File: config.mk
export PLATFORM = sky130hd
export DESIGN_NAME = xif_coproc_mux
export DESIGN_NICKNAME = d
export VERILOG_FILES = /design/src/rtl/xif_coproc_pkg.sv /design/src/rtl/xif_rr_arb.sv /design/src/rtl/xif_coproc_mux.sv
export SDC_FILE = /design/constraint.sdc
export NUM_CORES = 1
export LEC_CHECK = 0
export BUFFER_PORTS_ARGS = -buffer_cell sky130_fd_sc_hd__buf_4
export CAP_MARGIN = 15
export CORE_AREA = 2 2 163 165
export DETAILED_ROUTE_END_ITERATION = 10
export DIE_AREA = 0 0 165 167
export MAX_ROUTING_LAYER = met4
export SYNTH_ARGS = -nofsm -noshare
export SYNTH_HDL_FRONTEND = slang
export SYNTH_SLANG_ARGS = --single-unit
File: constraint.sdc
create_clock -name clk_i -period 10.2 [get_ports clk_i]
set_clock_uncertainty 0.15 [all_clocks]
set_input_delay 1.02 -clock clk_i [delete_from_list [all_inputs] [get_ports clk_i]]
set_output_delay 1.02 -clock clk_i [all_outputs]
set_load 0.05 [all_outputs]
File: src/rtl/xif_coproc_pkg.sv
// Shared types, field layout and width helpers for the XIF coprocessor multiplexer.
// The ID sits at bit 0 of issue requests and results; a commit is {id, kill}.
package xif_coproc_pkg;

  typedef logic [2:0] owner_idx_t;

  localparam int RESP_W          = 9;
  localparam int RESP_ACCEPT_BIT = 0;
  localparam int ISSUE_ID_LSB    = 0;
  localparam int RESULT_ID_LSB   = 0;
  localparam int COMMIT_KILL_BIT = 0;
  localparam int COMMIT_ID_LSB   = 1;

  localparam int ERR_MULTI_ACCEPT  = 2;
  localparam int ERR_ID_REUSE      = 1;
  localparam int ERR_ORPHAN_RESULT = 0;

  // Issue request: {rs_valid, rs, mode[1:0], instr[31:0], id}
  function automatic int issue_req_w(input int id_w, input int num_rs, input int rfr_w);
    return id_w + 32 + 2 + num_rs * rfr_w + num_rs;
  endfunction

  // Result: {exccode[5:0], exc, we, rd[4:0], data, id}
  function automatic int result_w(input int id_w, input int rfw_w);
    return id_w + rfw_w + 5 + 1 + 1 + 6;
  endfunction

endpackage

File: src/rtl/xif_rr_arb.sv
// Round-robin arbiter: one-hot grant, priority moves past the winner on advance.
module xif_rr_arb #(
  parameter int NUM_REQ = 2
) (
  input  logic               clk_i,
  input  logic               rst_i,
  input  logic [NUM_REQ-1:0] req_i,
  input  logic               advance_i,
  output logic [NUM_REQ-1:0] grant_o
);

  localparam int PTR_W = (NUM_REQ > 1) ? $clog2(NUM_REQ) : 1;

  logic [PTR_W-1:0] ptr_q, ptr_d;
  logic [PTR_W-1:0] win;

  // NOTE: every output of a combinational block gets a default first so no
  // path leaves it unassigned, which would infer a latch.
  always_comb begin
    grant_o = '0;
    win     = '0;
    // Lowest requester overall is the wrap-around fallback; the lowest
    // requester at or above the pointer overrides it.
    for (int i = NUM_REQ - 1; i >= 0; i--) begin
      if (req_i[i]) begin
        grant_o    = '0;
        grant_o[i] = 1'b1;
        win        = PTR_W'(i);
      end
    end
    for (int i = NUM_REQ - 1; i >= 0; i--) begin
      if (req_i[i] && (PTR_W'(i) >= ptr_q)) begin
        grant_o    = '0;
        grant_o[i] = 1'b1;
        win        = PTR_W'(i);
      end
    end

    ptr_d = ptr_q;
    if (advance_i && |req_i) begin
      ptr_d = (win == PTR_W'(NUM_REQ - 1)) ? '0 : win + PTR_W'(1);
    end
  end

  // NOTE: state flops use non-blocking assignments so every flop samples
  // pre-edge values regardless of block evaluation order.
  always_ff @(posedge clk_i) begin
    if (rst_i) begin
      ptr_q <= '0;
    end else begin
      ptr_q <= ptr_d;
    end
  end

endmodule

File: src/rtl/xif_coproc_mux.sv
// Fans one CPU-side XIF out to NUM_COPROC coprocessors, tracking which channel
// owns each offload ID. Mem and compressed channels are tied off by the integrator.
module xif_coproc_mux
  import xif_coproc_pkg::*;
#(
  parameter  int NUM_COPROC  = 2,
  parameter  int X_ID_WIDTH  = 4,
  parameter  int X_NUM_RS    = 2,
  parameter  int X_RFR_WIDTH = 32,
  parameter  int X_RFW_WIDTH = 32,
  localparam int ISSUE_REQ_W = issue_req_w(X_ID_WIDTH, X_NUM_RS, X_RFR_WIDTH),
  localparam int RESULT_W    = result_w(X_ID_WIDTH, X_RFW_WIDTH)
) (
  input  logic                           clk_i,
  input  logic                           rst_i,

  input  logic                           cpu_issue_valid_i,
  output logic                           cpu_issue_ready_o,
  input  logic [ISSUE_REQ_W-1:0]         cpu_issue_req_i,
  output logic [RESP_W-1:0]              cpu_issue_resp_o,

  input  logic                           cpu_commit_valid_i,
  input  logic [X_ID_WIDTH:0]            cpu_commit_i,

  output logic                           cpu_result_valid_o,
  input  logic                           cpu_result_ready_i,
  output logic [RESULT_W-1:0]            cpu_result_o,

  output logic [NUM_COPROC-1:0]          cp_issue_valid_o,
  input  logic [NUM_COPROC-1:0]          cp_issue_ready_i,
  output logic [ISSUE_REQ_W-1:0]         cp_issue_req_o,
  input  logic [NUM_COPROC*RESP_W-1:0]   cp_issue_resp_i,

  output logic [NUM_COPROC-1:0]          cp_commit_valid_o,
  output logic [X_ID_WIDTH:0]            cp_commit_o,

  input  logic [NUM_COPROC-1:0]          cp_result_valid_i,
  output logic [NUM_COPROC-1:0]          cp_result_ready_o,
  input  logic [NUM_COPROC*RESULT_W-1:0] cp_result_i,

  output logic [X_ID_WIDTH:0]            outstanding_o,
  output logic [2:0]                     err_o
);

  localparam int DEPTH = 2 ** X_ID_WIDTH;

  logic [DEPTH-1:0]    tbl_valid_q, tbl_valid_d;
  owner_idx_t          tbl_owner_q [DEPTH];
  owner_idx_t          tbl_owner_d [DEPTH];
  logic [X_ID_WIDTH:0] outstanding_q, outstanding_d;
  logic [2:0]          err_q, err_d;
  logic                buf_valid_q, buf_valid_d;
  logic [RESULT_W-1:0] buf_data_q, buf_data_d;

  // Issue path
  logic [NUM_COPROC-1:0] accept;
  logic                  issue_hs, set_en, multi_accept;
  owner_idx_t            set_owner;
  logic [X_ID_WIDTH-1:0] set_id;

  assign cp_issue_valid_o  = {NUM_COPROC{cpu_issue_valid_i}};
  assign cp_issue_req_o    = cpu_issue_req_i;
  assign cpu_issue_ready_o = &cp_issue_ready_i;
  assign issue_hs          = cpu_issue_valid_i & cpu_issue_ready_o;
  assign set_id            = cpu_issue_req_i[ISSUE_ID_LSB +: X_ID_WIDTH];

  always_comb begin
    accept           = '0;
    set_owner        = '0;
    cpu_issue_resp_o = '0;
    for (int i = 0; i < NUM_COPROC; i++) begin
      accept[i] = cp_issue_resp_i[i*RESP_W + RESP_ACCEPT_BIT];
    end
    // Descending scan so the lowest accepting channel is written last.
    for (int i = NUM_COPROC - 1; i >= 0; i--) begin
      if (accept[i]) begin
        set_owner        = owner_idx_t'(i);
        cpu_issue_resp_o = cp_issue_resp_i[i*RESP_W +: RESP_W];
      end
    end
  end

  assign set_en       = issue_hs & (|accept);
  assign multi_accept = issue_hs & (|(accept & (accept - NUM_COPROC'(1))));

  // Commit path
  logic [X_ID_WIDTH-1:0] commit_id;
  logic                  commit_hit, kill_clr;

  assign commit_id   = cpu_commit_i[COMMIT_ID_LSB +: X_ID_WIDTH];
  assign commit_hit  = cpu_commit_valid_i & tbl_valid_q[commit_id];
  assign kill_clr    = commit_hit & cpu_commit_i[COMMIT_KILL_BIT];
  assign cp_commit_o = cpu_commit_i;

  always_comb begin
    cp_commit_valid_o = '0;
    for (int i = 0; i < NUM_COPROC; i++) begin
      cp_commit_valid_o[i] = commit_hit & (tbl_owner_q[commit_id] == owner_idx_t'(i));
    end
  end

  // Result path
  logic [NUM_COPROC-1:0] res_grant;
  owner_idx_t            res_owner;
  logic [RESULT_W-1:0]   res_data;
  logic [X_ID_WIDTH-1:0] res_id;
  logic                  res_load, res_match, res_clr, orphan;

  xif_rr_arb #(
    .NUM_REQ (NUM_COPROC)
  ) u_arb (
    .clk_i     (clk_i),
    .rst_i     (rst_i),
    .req_i     (cp_result_valid_i),
    .advance_i (res_load),
    .grant_o   (res_grant)
  );

  always_comb begin
    res_owner = '0;
    res_data  = '0;
    for (int i = 0; i < NUM_COPROC; i++) begin
      if (res_grant[i]) begin
        res_owner = owner_idx_t'(i);
        res_data  = cp_result_i[i*RESULT_W +: RESULT_W];
      end
    end
  end

  // No coprocessor handshake while in reset: the buffer is being flushed.
  assign res_load  = (|res_grant) & (~buf_valid_q | cpu_result_ready_i) & ~rst_i;
  assign res_id    = res_data[RESULT_ID_LSB +: X_ID_WIDTH];
  assign res_match = tbl_valid_q[res_id] & (tbl_owner_q[res_id] == res_owner);
  assign res_clr   = res_load & res_match;
  assign orphan    = res_load & ~res_match;

  assign cp_result_ready_o  = res_load ? res_grant : '0;
  assign cpu_result_valid_o = buf_valid_q & ~rst_i;
  assign cpu_result_o       = buf_data_q;

  always_comb begin
    buf_valid_d = buf_valid_q;
    buf_data_d  = buf_data_q;
    if (res_load) begin
      buf_valid_d = 1'b1;
      buf_data_d  = res_data;
    end else if (cpu_result_ready_i) begin
      buf_valid_d = 1'b0;
    end
  end

  // Ownership table, occupancy and sticky errors
  logic set_cleared;

  always_comb begin
    tbl_valid_d   = tbl_valid_q;
    tbl_owner_d   = tbl_owner_q;
    outstanding_d = '0;
    set_cleared   = (kill_clr & (commit_id == set_id)) | (res_clr & (res_id == set_id));

    for (int j = 0; j < DEPTH; j++) begin
      if ((kill_clr && commit_id == X_ID_WIDTH'(j)) || (res_clr && res_id == X_ID_WIDTH'(j))) begin
        tbl_valid_d[j] = 1'b0;
      end
      // A same-cycle set overrides any clear of the same id.
      if (set_en && set_id == X_ID_WIDTH'(j)) begin
        tbl_valid_d[j] = 1'b1;
        tbl_owner_d[j] = set_owner;
      end
    end

    for (int j = 0; j < DEPTH; j++) begin
      outstanding_d = outstanding_d + {{X_ID_WIDTH{1'b0}}, tbl_valid_d[j]};
    end

    err_d                    = err_q;
    err_d[ERR_MULTI_ACCEPT]  = err_q[ERR_MULTI_ACCEPT] | multi_accept;
    err_d[ERR_ID_REUSE]      = err_q[ERR_ID_REUSE] | (set_en & tbl_valid_q[set_id] & ~set_cleared);
    err_d[ERR_ORPHAN_RESULT] = err_q[ERR_ORPHAN_RESULT] | orphan;
  end

  always_ff @(posedge clk_i) begin
    if (rst_i) begin
      tbl_valid_q   <= '0;
      outstanding_q <= '0;
      err_q         <= '0;
      buf_valid_q   <= 1'b0;
      for (int j = 0; j < DEPTH; j++) begin
        tbl_owner_q[j] <= '0;
      end
    end else begin
      tbl_valid_q   <= tbl_valid_d;
      tbl_owner_q   <= tbl_owner_d;
      outstanding_q <= outstanding_d;
      err_q         <= err_d;
      buf_valid_q   <= buf_valid_d;
    end
  end

  // NOTE: the payload register is left out of reset; it is only observed
  // while buf_valid_q is set, so resetting it would cost muxes for nothing.
  always_ff @(posedge clk_i) begin
    buf_data_q <= buf_data_d;
  end

  assign outstanding_o = outstanding_q;
  assign err_o         = err_q;

endmodule

==> results of run 1 <==
-- worst min-delay path by stage --
| stage | startpoint | end | slack [ns] |
|---|---|---|---|
| final | err_o[2] | err_o[2] | 0.32 |
| after global routing | err_o[2] | err_o[2] | 0.36 |
| after CTS | err_o[2] | err_o[2] | 0.33 |
| after detailed placement | err_o[2] | err_o[2] | 0.32 |
| after global placement | err_o[2] | err_o[2] | 0.30 |
| after floorplan | tbl_owner_q[33] | tbl_owner_q[33] | 0.29 |
-- final cells by class --
class,instances,area (um^2)
well taps,335,419
clock buffers,10,229
fillers,2693,18300
inverters,21,78.8
multi-input cells,343,2730
flip-flops and latches,91,2310
repair buffers,220,1650
clock inverters,6,71.3
-- layer usage --
layer | vias to the layer above | wire length (um) | global-route usage [%]
li1 | 2252 | - | -
met1 | 2284 | 7280 | 14.8
met2 | 303 | 10900 | 26.6
met3 | 94 | 2090 | 3.29
met4 | 0 | 986 | 7.98
met5 | - | 0 | -
-- logic make-up after synthesis --
| family | after synthesis | synth area share, % |
|---|---|---|
| AOI/OAI and AO/OA | 141 | 17.8 |
| xor gates and xnor gates | 12 | 1.72 |
| adders and majority gates | 15 | 4.29 |
| buffers and inverters | 168 | 17.6 |
| DFF | 91 | 37.8 |
| muxes | 41 | 9.89 |
| and+or+nand+nor | 134 | 10.9 |
-- flip-flops by register name, summed over array words and instances, names as in the netlist --
name / flops
cpu_result_o: 49
u_arb.ptr_q: 1
buf_valid_q: 1
outstanding_o: 5
err_o: 3
tbl_valid_q: 16
tbl_owner_q: 16
-- synthesized netlist by cell type, types with 5 or more instances --
| master | count |
|---|---|
| inv_1 | 20 |
| nor2_1 | 38 |
| nand2b_1 | 5 |
| a311oi_1 | 7 |
| a22o_1 | 55 |
| mux4_2 | 15 |
| a21oi_1 | 16 |
| nand3_1 | 7 |
| buf_4 | 112 |
| o211a_1 | 5 |
| fa_1 | 10 |
| clkbuf_1 | 22 |
| mux2i_1 | 20 |
| nor2b_1 | 7 |
| ha_1 | 5 |
| nand2_1 | 36 |
| mux2_2 | 6 |
| xor2_1 | 8 |
| and2_1 | 8 |
| o21ai_0 | 28 |
| edfxtp_1 | 49 |
| nor3_1 | 11 |
| dfxtp_1 | 42 |
| a31oi_1 | 5 |
| or3_1 | 6 |
| buf_1 | 7 |
-- power by group through the flow --
stage,Sequential [uW],Clock (uW),Combinational [uW]
finish,414,345,250
global route,415,372,264
CTS,415,354,252
detailed placement,423,0,250
global placement,423,0,251
floorplan,472,0,213
-- metrics by stage --
| step | hold slack, ns | setup WS (ns) | instances | utilization [%] | cell area, um^2 |
|---|---|---|---|---|---|
| final | 0.324 | 3.88 | 1026 | 29.1 | 7490 |
| after global routing | 0.356 | 3.55 | 1026 | 29.1 | 7490 |
| after CTS | 0.334 | 3.89 | 1026 | 29.1 | 7490 |
| after detailed placement | 0.319 | 3.54 | 1010 | 27.9 | 7190 |
| after global placement | 0.300 | 3.60 | 1010 | 27.9 | 7190 |
| after floorplan | 0.293 | 3.54 | 602 | - | 6120 |
-- worst max-delay path: stages --
cell	delay, ns
buf_4	0.15
a21boi_4	0.22
a32o_1	0.56
nand2_1	0.32
o22ai_1	0.29
a211oi_2	0.06
xor2_1	0.17
o22a_2	0.37
o21ai_0	0.31
fa_1	0.51
fa_1	0.52
fa_1	0.54
fa_1	0.42
inv_1	0.07
ha_1	0.16
inv_1	0.06
fa_1	0.41
inv_1	0.08
a21oi_1	0.06
nor3b_1	0.16
==> out/results.tsv, run 1 <==
stage	metric	value	unit
synth	synth_area_leaders	edfxtp_1 (24%), buf_4 (14%), dfxtp_1 (14%)	
worst_hold_path	hold_path.class	register to register	
worst_setup_path	r2r_slack	4.30	ns
worst_setup_path	required	10.33	ns
power_and_ir_drop	p_total	1010	uW
power_and_ir_drop	pwr_density_cell	135	mW/mm^2
clock_network	clkLatencyLatePin	0.35	ns
synth	async_reset_ff_share	0	%
clock_network	cts_buffers	9	
timing	fin_tns_setup	0	ns
timing	worstMarginPinSlew	0.934	ns
global_routing	grt_max_degree	56	
power_and_ir_drop	swShare	31.3	%
timing	max_freq	0.158	GHz
floorplan	core-area	0.0258	mm^2
worst_hold_path	min_path_cells	2	
timing	min_period	6.32	ns
drt	post_drt_via_cell_ratio	4.81	
global_routing	first_global_vias	4786	
global_routing	gr-total-overflow	0	
worst_setup_path	r2r_start	u_arb.ptr_q	
synth	synthesis.area	0.00612	mm^2
power_and_ir_drop	power.leakage	0.00314	uW
drt	drc_errors	0	
clock_network	htree_levels	3	
clock_network	clock-root-buffer	clkbuf_16	
timing	maxSlewHeadroom	37.7	%
global_routing	grt_first_pass_wirelength	29300	um
floorplan	fp-row-count	59	
cells_and_area	layout_common_cells	buf_4 (220), a22o_1 (55), edfxtp_1 (49)	
drt	wl	21300	um
worst_setup_path	reg2reg_to	outstanding_o[4]	
floorplan	start_util	23.8	%
cells_and_area	layout.nets	935	
placed_design	io_buffers	216	
synth	ys_ff_latch	91	
power_and_ir_drop	irDropWorstVdd	0.0875	mV
clock_network	hold_buffers	0	
worst_setup_path	crit_start	cp_result_valid_i[1]	
synth	synth_top_area_share	24.0	%
worst_setup_path	critPathMaxFanout	14	
synth	synth_cell_types	56	
cells_and_area	drive_gt1_share	39.1	%
synth	avgSynthCellArea	10.2	um^2
synth	ys_warn_count	0	
drt	initialDrtViolationCount	358	
drt	num_vias	4933	
synth	yosys_most_used_dff	edfxtp_1	
worst_setup_path	crit_type	input pin to register	
synth	synthCells	602	
clock_network	post_cts_resized	0	
timing	setup_viol	0	
power_and_ir_drop	power_frac_clock	34.1	%
timing	fin_crit_sh	61.9	%
timing	slew_viol_final	0	
worst_setup_path	startpoint_type	input pin	
cells_and_area	layout_commonest_cell	buf_4	
run	drv_cap	0	
clock_network	cts.sinks	91	
outcome	outcome	finished clean	
power_and_ir_drop	pwr-share-seq	41.0	%
global_routing	antenna_found_initial	0	
worst_setup_path	end_kind	register	
power_and_ir_drop	p_int	693	uW
clock_network	clk_pin_slew_worst_paths	0.07	ns
drt	ant_nets	0	
power_and_ir_drop	switchingPower	316	uW
synth	synth_fp_nets	851	
synth	yosysTopAreaCell	edfxtp_1	
power_and_ir_drop	p_comb_share	24.8	%
worst_setup_path	arrival	6.45	ns
global_routing	grt_util_all_layers	14.8	%
timing	hold_violations	0	
floorplan	die-area	0.0276	mm^2
clock_network	clock_path_buffers	2	
floorplan	ioPinCount	417	
cells_and_area	synthToLayoutAreaGrowth	22.4	%
clock_network	cts_tree	yes	
synth	seq_area_frac_synth	37.8	%
worst_setup_path	critPathCapture	outstanding_o[4]	
cells_and_area	diodes	0	
floorplan	die_h	167	um
clock_network	cts_setup_buffers	0	
placed_design	gp_congestion	0.951	
worst_setup_path	r2r_cells	19	
synth	synth-edff-count	49	
drt	first_pass_iters	5	
timing	rsz0062_at_grt	no	
drt	wl_per_cell	20.7	um
floorplan	die_x	165	um
placed_design	dpl.hpwl	16800	um
(Power assumes the default switching activity.)
==> run 2: changes to the inputs <==
--- a/config.mk
+++ b/config.mk
@@ -7,9 +7,9 @@
 export LEC_CHECK = 0
 export BUFFER_PORTS_ARGS = -buffer_cell sky130_fd_sc_hd__buf_4
 export CAP_MARGIN = 15
-export CORE_AREA = 2 2 163 165
+export CORE_AREA = 2 2 164 166
 export DETAILED_ROUTE_END_ITERATION = 10
-export DIE_AREA = 0 0 165 167
+export DIE_AREA = 0 0 166 168
 export MAX_ROUTING_LAYER = met4
 export SYNTH_ARGS = -nofsm -noshare
 export SYNTH_HDL_FRONTEND = slang
==> constraint.sdc (replaced) <==
create_clock -name clk_i -period 6.23 [get_ports clk_i]
set_clock_uncertainty 0.15 [all_clocks]
set_input_delay 0.623 -clock clk_i [delete_from_list [all_inputs] [get_ports clk_i]]
set_output_delay 0.623 -clock clk_i [all_outputs]
set_load 0.05 [all_outputs]
==> run 2 against run 1 <==
Net effect:
- via count is 4.4% higher
- routed wire length grew 4.9%
- global-route usage rose by 0.84 points
- clock-buffer cell count rose by 1
- final area up 0.65%
- worst hold slack better by 0.0036 ns
- flip-flop and latch count unchanged
- sequential share of layout area shrank 0.20 points
- die area rose by 1.2%
- utilization down 0.46 points
- largest power group unchanged
==> out/results.tsv, run 2 (same netlist as run 1, synthesis figures left out) <==
stage	metric	value	unit
outcome	outcome	finished clean	
timing	maxSlewHeadroom	53.2	%
floorplan	die_h	168	um
clock_network	cts_buffers	9	
clock_network	cts_setup_buffers	0	
drt	first_pass_iters	5	
global_routing	antenna_found_initial	0	
timing	worstMarginPinSlew	0.701	ns
cells_and_area	largest_reg_flops	49	
placed_design	gp_congestion	0.924	
cells_and_area	drive_gt1_share	39.7	%
worst_setup_path	cp_common_cell	fa_1	
cells_and_area	nFillCells	2799	
power_and_ir_drop	pwr_density_cell	216	mW/mm^2
worst_setup_path	r2r_start	u_arb.ptr_q	
worst_setup_path	slowest_stage	fa_1	
global_routing	gr-total-overflow	0	
global_routing	grt_util_all_layers	15.7	%
worst_setup_path	end_kind	register	
drt	post_drt_via_cell_ratio	4.96	
worst_setup_path	crit_type	input pin to register	
power_and_ir_drop	irDropWorstVdd	0.123	mV
clock_network	clock_path_buffers	2	
drt	drc_errors	0	
worst_setup_path	critPathMaxFanout	7	
cells_and_area	synthToLayoutAreaGrowth	23.2	%
clock_network	htree_levels	3	
cells_and_area	diodes	0	
power_and_ir_drop	power.leakage	0.00317	uW
run	drv_cap	0	
worst_setup_path	arrival	5.68	ns
timing	fin_crit_sh	90.1	%
timing	max_freq	0.178	GHz
global_routing	grt_first_pass_wirelength	32200	um
drt	num_vias	5150	
timing	min_period	5.62	ns
global_routing	grt_max_degree	54	
timing	rsz0062_at_grt	no	
timing	slew_viol_final	0	
drt	ant_nets	0	
worst_hold_path	worstHoldStart	err_o[2]	
timing	hold_violations	0	
clock_network	clk_pin_slew_worst_paths	0.07	ns
timing	fin_tns_setup	0	ns
worst_setup_path	r2r_cells	21	
floorplan	core-area	0.0264	mm^2
worst_hold_path	hold_path.class	register to register	
clock_network	post_cts_resized	0	
worst_setup_path	slowest_delay	0.57	ns
drt	wl	22300	um
floorplan	die_x	166	um
placed_design	io_buffers	216	
timing	setup_viol	0	
placed_design	dpl.hpwl	17600	um
clock_network	cts_tree	yes	
placed_design	dpl_cell_area	0.00726	mm^2
worst_hold_path	min_path_cells	2	
worst_setup_path	required	6.30	ns
timing	fin_hold_ws	0.328	ns
clock_network	clkLatencyLatePin	0.35	ns
clock_network	clock-root-buffer	clkbuf_16	
floorplan	start_util	23.2	%
floorplan	ioPinCount	417	
clock_network	hold_buffers	0	
worst_hold_path	whs_endpoint	err_o[2]	
cells_and_area	design_area	0.00754	mm^2
cells_and_area	layout_common_cells	buf_4 (227), a22o_1 (55), edfxtp_1 (49)	
clock_network	cts.sinks	91	
drt	wl_per_cell	21.5	um
drt	initialDrtViolationCount	389	
cells_and_area	layout_commonest_cell	buf_4	
cells_and_area	layout.nets	942	
worst_setup_path	path_cells	buf_4 -> a21boi_4 -> a32o_1 -> nand2_1 -> o22ai_1 -> a211oi_2 -> xor2_1 -> o22ai_1 -> buf_4 -> a21oi_1 -> fa_1 -> inv_1 -> fa_1 -> fa_1 -> fa_1 -> inv_1 -> ha_1 -> a21o_1 -> a21oi_1 -> xor2_1 -> nor2_1	
worst_setup_path	startpoint_type	input pin	
floorplan	fp-row-count	60	
global_routing	first_global_vias	5015	
floorplan	die-area	0.0279	mm^2
worst_setup_path	reg2reg_to	outstanding_o[3]	
worst_setup_path	r2r_slack	0.63	ns
[run 2: cell count changes in the layout (fill, tap and decap cells not counted)]
cell       before  now
bufinv_16       1    0
inv_2           2    1
clkbuf_8        0    1
buf_4         220  227
inv_6           2    3
[run 2: worst max-delay path: cells and delay by family]
| kind | cells | cell delay [ns] |
|---|---|---|
| adders and majority gates | 5 | 2.31 |
| AOI/OAI and AO/OA | 8 | 1.61 |
| buffers and inverters | 4 | 0.46 |
| and+or+nand+nor | 2 | 0.34 |
| xor gates and xnor gates | 2 | 0.33 |
[run 2: how the worst max path moves through the flow]
stage | start | end | slack [ns] | depth (start not counted)
5_1_grt | u_arb.ptr_q | outstanding_o[4] | 0.29 | 20
3_5_place_dp | cp_result_valid_i[1] | outstanding_o[4] | 0.25 | 23
3_3_place_gp | cp_result_valid_i[1] | outstanding_o[3] | 0.35 | 21
2_1_floorplan | rst_i | outstanding_o[3] | 0.50 | 16
6_report | cp_result_valid_i[1] | outstanding_o[3] | 0.61 | 21
4_1_cts | cp_result_valid_i[1] | outstanding_o[4] | 0.59 | 23
[run 2: routing by layer]
| metal | global-route usage, % | share of wire (%) | wire (um) | vias up |
|---|---|---|---|---|
| li1 | - | - | - | 2262 |
| met2 | 26.3 | 50 | 11100 | 318 |
| met4 | 8.02 | 4.5 | 1010 | 0 |
| met1 | 17.6 | 37 | 8180 | 2496 |
| met3 | 3.48 | 9.0 | 2000 | 74 |
| met5 | - | 0 | 0 | - |
[run 2: metrics by stage]
step	std cells	setup WS [ns]	utilization, %	total power (uW)
2_1_floorplan	602	0.496	-	1120
3_3_place_gp	1023	0.351	27.5	1110
3_5_place_dp	1023	0.252	27.5	1110
4_1_cts	1039	0.587	28.6	1650
5_1_grt	1039	0.287	28.6	1700
6_report	1039	0.614	28.6	1630
[run 2: report_power, final]
part           internal, uW  switching (uW)
combinational           158             264
clock                   287             246
sequential              666            10.6
total                  1110             521
[run 2: area by class of cell]
class,count,area [um^2],area share [%]
Clock inverter,5,42.5,0.564
Tap cell,341,427,5.66
Inverter,21,82.6,1.09
Clock buffer,11,243,3.22
Multi-Input combinational cell,343,2730,36.2
Sequential cell,91,2310,30.7
Timing Repair Buffer,227,1700,22.6
